## src/rtl/run_sequencer.sv

```systemverilog
// run_sequencer: launches a processor run by holding req for REQ_CYCLES clocks, then counts
// RUN clocks until a valid ack (or, with RUN_SEQ_TIMEOUT_EN defined, a saturated counter)
// ends the run with a one-cycle done pulse and sticky status flags.
// Optional feature macro: RUN_SEQ_TIMEOUT_EN (enables the saturating-count timeout).
module run_sequencer #(
  parameter int unsigned REQ_CYCLES = 4,
  parameter int unsigned CNT_BITS   = 16,
  parameter int unsigned SEL_BITS   = 2
) (
  input  logic                clock,
  input  logic                reset,
  input  logic                go,
  input  logic [SEL_BITS-1:0] prog_sel,
  input  logic                ack,
  output logic                req,
  output logic [SEL_BITS-1:0] prog_id,
  output logic                busy,
  output logic                done,
  output logic                run_ok,
  output logic                run_timeout,
  output logic [CNT_BITS-1:0] cycle_count
);

  typedef enum logic [1:0] {StIdle, StStart, StRun, StFinish} state_e;

  state_e              state_q, state_d;
  logic [3:0]          req_cnt_q, req_cnt_d;
  logic                armed_q, armed_d;
  logic [CNT_BITS-1:0] cnt_q, cnt_d;
  logic [SEL_BITS-1:0] prog_q, prog_d;
  logic                ok_q, ok_d;
  logic                req_q, busy_q, done_q;
  logic                ack_valid;
  logic                cnt_max;
`ifdef RUN_SEQ_TIMEOUT_EN
  logic                to_q, to_d;
`endif

  // Next-state and datapath updates for the run sequence.
  always_comb begin
    state_d   = state_q;
    req_cnt_d = req_cnt_q;
    armed_d   = armed_q;
    cnt_d     = cnt_q;
    prog_d    = prog_q;
    ok_d      = ok_q;
`ifdef RUN_SEQ_TIMEOUT_EN
    to_d      = to_q;
`endif
    // A stale ack from the previous run only counts after ack has been seen low once.
    ack_valid = ack & armed_q;
    cnt_max   = &cnt_q;
    unique case (state_q)
      StIdle: begin
        if (go) begin
          prog_d    = prog_sel;
          cnt_d     = '0;
          ok_d      = 1'b0;
`ifdef RUN_SEQ_TIMEOUT_EN
          to_d      = 1'b0;
`endif
          req_cnt_d = REQ_CYCLES[3:0];
          state_d   = StStart;
        end
      end
      StStart: begin
        req_cnt_d = req_cnt_q - 4'd1;
        if (req_cnt_q == 4'd1) begin
          armed_d = 1'b0;
          state_d = StRun;
        end
      end
      StRun: begin
        if (!cnt_max) cnt_d = cnt_q + 1'b1;
        if (!ack) armed_d = 1'b1;
        if (ack_valid) begin
          ok_d    = 1'b1;
          state_d = StFinish;
        end
`ifdef RUN_SEQ_TIMEOUT_EN
        else if (cnt_max) begin
          to_d    = 1'b1;
          state_d = StFinish;
        end
`endif
      end
      StFinish: state_d = StIdle;
      default:  state_d = StIdle;
    endcase
  end

  // State and registered outputs; outputs derive from the next state so they are flop-driven.
  always_ff @(posedge clock) begin
    if (reset) begin
      state_q   <= StIdle;
      req_cnt_q <= '0;
      armed_q   <= 1'b0;
      cnt_q     <= '0;
      prog_q    <= '0;
      ok_q      <= 1'b0;
      req_q     <= 1'b0;
      busy_q    <= 1'b0;
      done_q    <= 1'b0;
`ifdef RUN_SEQ_TIMEOUT_EN
      to_q      <= 1'b0;
`endif
    end else begin
      state_q   <= state_d;
      req_cnt_q <= req_cnt_d;
      armed_q   <= armed_d;
      cnt_q     <= cnt_d;
      prog_q    <= prog_d;
      ok_q      <= ok_d;
      req_q     <= (state_d == StStart);
      busy_q    <= (state_d != StIdle);
      done_q    <= (state_d == StFinish);
`ifdef RUN_SEQ_TIMEOUT_EN
      to_q      <= to_d;
`endif
    end
  end

  assign req         = req_q;
  assign busy        = busy_q;
  assign done        = done_q;
  assign prog_id     = prog_q;
  assign run_ok      = ok_q;
  assign cycle_count = cnt_q;
`ifdef RUN_SEQ_TIMEOUT_EN
  assign run_timeout = to_q;
`else
  assign run_timeout = 1'b0;
`endif

endmodule

```

## config.mk

```make
export PLATFORM = sky130hd
export DESIGN_NAME = run_sequencer
export DESIGN_NICKNAME = d
export VERILOG_FILES = /design/src/rtl/run_sequencer.sv
export SDC_FILE = /design/constraint.sdc
export NUM_CORES = 1
export LEC_CHECK = 0
export ABC_CLOCK_PERIOD_IN_PS = 3800
export BUFFER_PORTS_ARGS = -buffer_cell sky130_fd_sc_hd__buf_2
export CAP_MARGIN = 20
export CORE_MARGIN = 2
export CORE_UTILIZATION = 58
export CTS_BUF_LIST = sky130_fd_sc_hd__clkbuf_16
export DETAILED_ROUTE_END_ITERATION = 10
export PLACE_DENSITY_LB_ADDON = 0.3
export SETUP_SLACK_MARGIN = 0.2
export SYNTH_ARGS = -nofsm -noshare
export SYNTH_HDL_FRONTEND = slang
export SYNTH_SLANG_ARGS = --single-unit
```

## constraint.sdc

```tcl
create_clock -name clock -period 3.8 [get_ports clock]
set_input_delay 0 -clock clock [delete_from_list [all_inputs] [get_ports clock]]
set_output_delay 0 -clock clock [all_outputs]
set_load 0.05 [all_outputs]
```

Word-level counts from Yosys, hierarchy flattened
Index checks and enable logic that the tools add are counted.
{"block": "word_totals", "regBits": 29}
{"block": "classes", "addsub": 2, "eq_ne": 11, "muxes": 15, "bitwise": 1, "reduce_logical": 11}
{"operator": "two-way mux 16 bit", "count": 2}
{"operator": "case mux 16 bit (2 select lines)", "count": 1}
{"operator": "adder 16 x 1 -> 16 bit (second input constant)", "count": 1}
{"operator": "AND reduction 16 bit", "count": 1}
{"operator": "inequality test 2 bit (second input constant)", "count": 5}
{"operator": "AND reduction 3 bit", "count": 3}
{"operator": "case mux 2 bit (4 select lines)", "count": 1}
{"operator": "case mux 4 bit (2 select lines)", "count": 1}
{"operator": "nonzero test 2 bit", "count": 4}
{"operator": "== test 2 bit (second input constant)", "count": 3}
{"operator": "two-way mux 2 bit", "count": 3}
{"operator": "== test 2 x 1 -> 1 bit (second input constant)", "count": 2}
{"operator": "== test 4 x 1 -> 1 bit (second input constant)", "count": 1}
{"operator": "two-way mux 1 bit", "count": 4}
{"operator": "two-way mux 4 bit", "count": 1}
{"operator": "case mux 1 bit (2 select lines)", "count": 2}
{"operator": "AND reduction 2 bit", "count": 2}
{"operator": "subtractor 4 x 1 -> 4 bit (second input constant)", "count": 1}
{"operator": "logical NOT 2 bit", "count": 1}
{"operator": "bitwise AND 1 bit", "count": 1}

Longest topological paths before layout
{"block": "logic_depth", "depth_word": 4, "depth_mapped": 6, "mapped_depth_nobuf": 6}

Worst setup path after synthesis
Ideal clock, no wire load.
{"block": "synth_timing", "path_type": "register -> register", "from": "register cnt_q[0], in the netlist cycle_count[0]", "to": "register cnt_q[9], in the netlist cycle_count[9]", "setup_ns": 0.127, "t_arrival_ns": 2.122, "required_time_ns": 3.673, "path_slack_ns": 1.551, "path_stages_with_launch": 7, "path_buffers": 1, "synth_period_minus_slack_ns": 2.249, "path_cell_list": "dfxtp_1 -> ha_1 -> nand4_4 -> or4_4 -> buf_6 -> a41oi_1 -> o21ai_1"}
{"block": "synth_between", "elab_chain_cells": 3, "elab_cells_between_ends": 6}
{"item": "start, declared", "line": "29", "text": "logic [CNT_BITS-1:0] cnt_q, cnt_d;"}
{"item": "start signal, assigned", "line": "111", "text": "cnt_q <= cnt_d;"}
{"item": "adder 16 x 1 -> 16 bit / AND reduction 16 bit (equally long branches)", "line": "74, 52"}
{"item": "two-way mux 16 bit / inequality test 2 bit (equally long branches)"}
{"item": "case mux 16 bit (2 select lines) / AND reduction 3 bit (equally long branches)"}
Parallel ways exist; a longest one is shown, timed or not. The select of a mux whose other input is x is not followed.
A chain may end at the register's enable or synchronous reset.

Worst setup path after layout
{"block": "layout_timing", "from": "register cnt_q[0], in the netlist cycle_count[0]", "to": "register cnt_q[6], in the netlist cycle_count[6]"}
Same word-level chain as after synthesis.

==> summary.txt <==
Power and ir drop
  • P_leak: 0.799 nW
  • Peak supply drop: 0.355 mV
  • Clk pwr share: 52.5%
  • Sequential power share: 39.2%
  • Switching share of total power: 22.4%
  • Switching power: 185 uW
  • Internal power: 640 uW
  • Comb pwr share: 8.3%
  • Pwr per Cell Area: 458 mW/mm^2

Critical path
  • WP buf/inv: 0
  • CP Cell Sequence: ha_1, nand4_4, nor4_4, o21ai_0, a21oi_1
  • CP Launch Type: flop
  • CP endpoint kind: flop
  • Critical path fanouts, max: 10
  • Critical path class: reg2reg
  • Worst path slowest cell: nor4_4
  • Crit path DAT: 2.27 ns
  • Cells on worst reg2reg path: 5
  • CP Depth: 5
  • Req. time, crit path: 4.00 ns
  • Max stage delay on crit path: 0.59 ns
  • Worst path top cell family by delay: simple AND/OR/NAND/NOR gates

Routing
  • Vias per cell: 6.08
  • Routed wire per std cell: 14.8 um
  • First-pass DRT Iterations: 4
  • Total Wirelength: 3530 um
  • Iter 0 DRT Violations: 75
  • Via count: 1446
  • Detail Route Antenna Nets: 0
  • Drc violations: 0

Yosys
  • Flops & latches, synth: 29
  • Cell Area, Synth: 0.00150 mm^2
  • Post-Syn Instances: 181
  • Area leader, netlist: dfxtp_1
  • FFs w/ async S/R, synth: 0%
  • Unique masters post-synth: 45
  • Area contributors post-synth: dfxtp_1, nand2_1, a21oi_1
  • Ys flop type: dfxtp_1
  • Mapped Nets: 190
  • Post-synth EDFFs: 0
  • Sequential area share after synthesis: 38.8%
  • Synthesized area per cell: 8.26 um^2
  • YS warnings: 0
  • Yosys top cell area share: 38.8%

Clock network
  • Post-CTS setup repair buffer count: 0
  • TritonCTS buffer count: 5
  • Clock slew at reported path FFs: 0.05 ns
  • CTS tree: done
  • Post-cts sizing count: 0
  • Clock Tree Buf Depth: 2
  • H-tree Lvls: 2
  • Clock Tree Root: clkbuf_16
  • # clock sinks: 29
  • Clock Latency Late Sink: 0.27 ns
  • CTS hold repair buffers: 2

Timing
  • Sum Neg Setup Slack: 0 ns
  • Max Freq: 483 MHz
  • Final period util: 54.5%
  • Slew Viols, Final: 0
  • Final Worst Setup Slack: 1.73 ns
  • RSZ-0062 raised after global routing: false
  • WHS: 0.0369 ns
  • Fin crit period: 2.07 ns
  • Clk_skew: 0.00301 ns
  • Worst relative slew slack: 31.7%
  • Setup-failing EPs final: 0
  • Worst-Margin Slew: 1.02 ns
  • Final Hold Vio Count: 0

Global routing
  • First-pass GRT wire length: 5150 um
  • Initial antenna violation count: 0
  • Overflow after GRT: 0
  • Vias in the first global route: 1126
  • Pin count of the biggest net entering global routing: 24
  • Tot GR Track Use: 24.4%

Floorplanning
  • Die height: 54.8 um
  • Ports: 29
  • DIE AREA: 0.00300 mm^2
  • DIE WIDTH: 54.8 um
  • Starting density of the core: 60.9%
  • Row cnt: 18
  • Core Box Area: 0.00245 mm^2

Placement
  • DP Wirelength: 2410 um
  • Dpl ws: 1.76 ns
  • DP Area: 0.00162 mm^2
  • GPL Wtd Cong: 0.867
  • IO Port Bufs: 27

Job
  • Max Cap Viol: 0

Cells and area
  • Ant. Diodes: 0
  • Most frequent cells in the layout: dfxtp_1, buf_2, nand2_1
  • Design area: 0.00180 mm^2
  • Count of nets after finishing: 216
  • Commonest non-fill, non-tap cell in the layout: dfxtp_1
  • P&R area growth vs syn: 20.3%
  • Layout cells sized above 1: 20.2%

Status
  • Status: finished, final reports clean

Min path
  • Hold crit path type: in2reg
  • Hold Path Cell Cnt: 2
-- cell families after synthesis --
family          after synthesis  share of synthesized area (%)
compound gates               41                           17.2
fa+ha+maj                     3                           2.51
buf+inv                      18                           5.44
flops                        29                           38.8
mux                           6                           4.10
other cells                   1                          0.251
simple gates                 83                           31.7
-- registers in the layout, indices dropped and copies added, names as in the netlist --
signal and flops:
req_cnt_q 4, armed_q 1, done 1, prog_id 2, cycle_count 16, busy 1, req 1, state_q 2
run_ok 1
-- cell usage after synthesis, types with 2 or more instances --
master and n:
o21bai_1 2, nand3b_1 2, inv_1 8, mux2i_1 5, or4_1 2, a21oi_1 12
dfxtp_1 29, nor4_1 3, a41oi_1 2, ha_1 3, nand4_1 7, o21ai_0 10
nand2_1 21, nand3_1 8, nor3_1 3, nor3b_1 2, and3_1 2, buf_2 2
nand2b_1 2, nor2_1 16, o211ai_1 4, clkbuf_1 6, or3_1 5, a31oi_1 3
nor2b_1 2
-- per-stage QoR --
step | cells | power (mW) | util (%)
after floorplan | 181 | 0.381 | -
after global placement | 228 | 0.392 | 65.9
after detailed placement | 228 | 0.395 | 65.9
after CTS | 238 | 0.825 | 73.3
after global routing | 238 | 0.848 | 73.3
final | 238 | 0.824 | 73.3
-- metal layers --
| metal | vias up | global-route usage, % | wire length (um) |
|---|---|---|---|
| li1 | 708 | - | - |
| met1 | 660 | 32.3 | 1630 |
| met2 | 71 | 35.9 | 1560 |
| met3 | 7 | 6.83 | 295 |
| met4 | 0 | 12.1 | 44 |
| met5 | - | 0 | 0 |
-- worst paths after layout --
path / startpoint / end / slack (ns)
max: cycle_count[0] / cycle_count[6] / 1.73
min: ack / done / 0.04
max reg2reg: cycle_count[0] / cycle_count[6] / 1.73
min reg2reg: run_ok / run_ok / 0.44
-- power groups by stage --
stage | logic [mW] | registers [mW] | clock network, mW
floorplan | 0.0430 | 0.338 | 0
global placement | 0.0645 | 0.328 | 0
detailed placement | 0.0666 | 0.329 | 0
CTS | 0.0683 | 0.323 | 0.433
global route | 0.0759 | 0.324 | 0.448
finish | 0.0687 | 0.323 | 0.433
-- layout make-up --
cell class	instances	area, um^2
clock inverters	3	37.5
multi-input cells	134	833
flip-flops and latches	29	581
clock buffers	5	125
repair buffers	29	155
inverters	8	30.0
well taps	30	37.5
fillers	183	656
No activity file was read; power rests on OpenSTA's default activity.
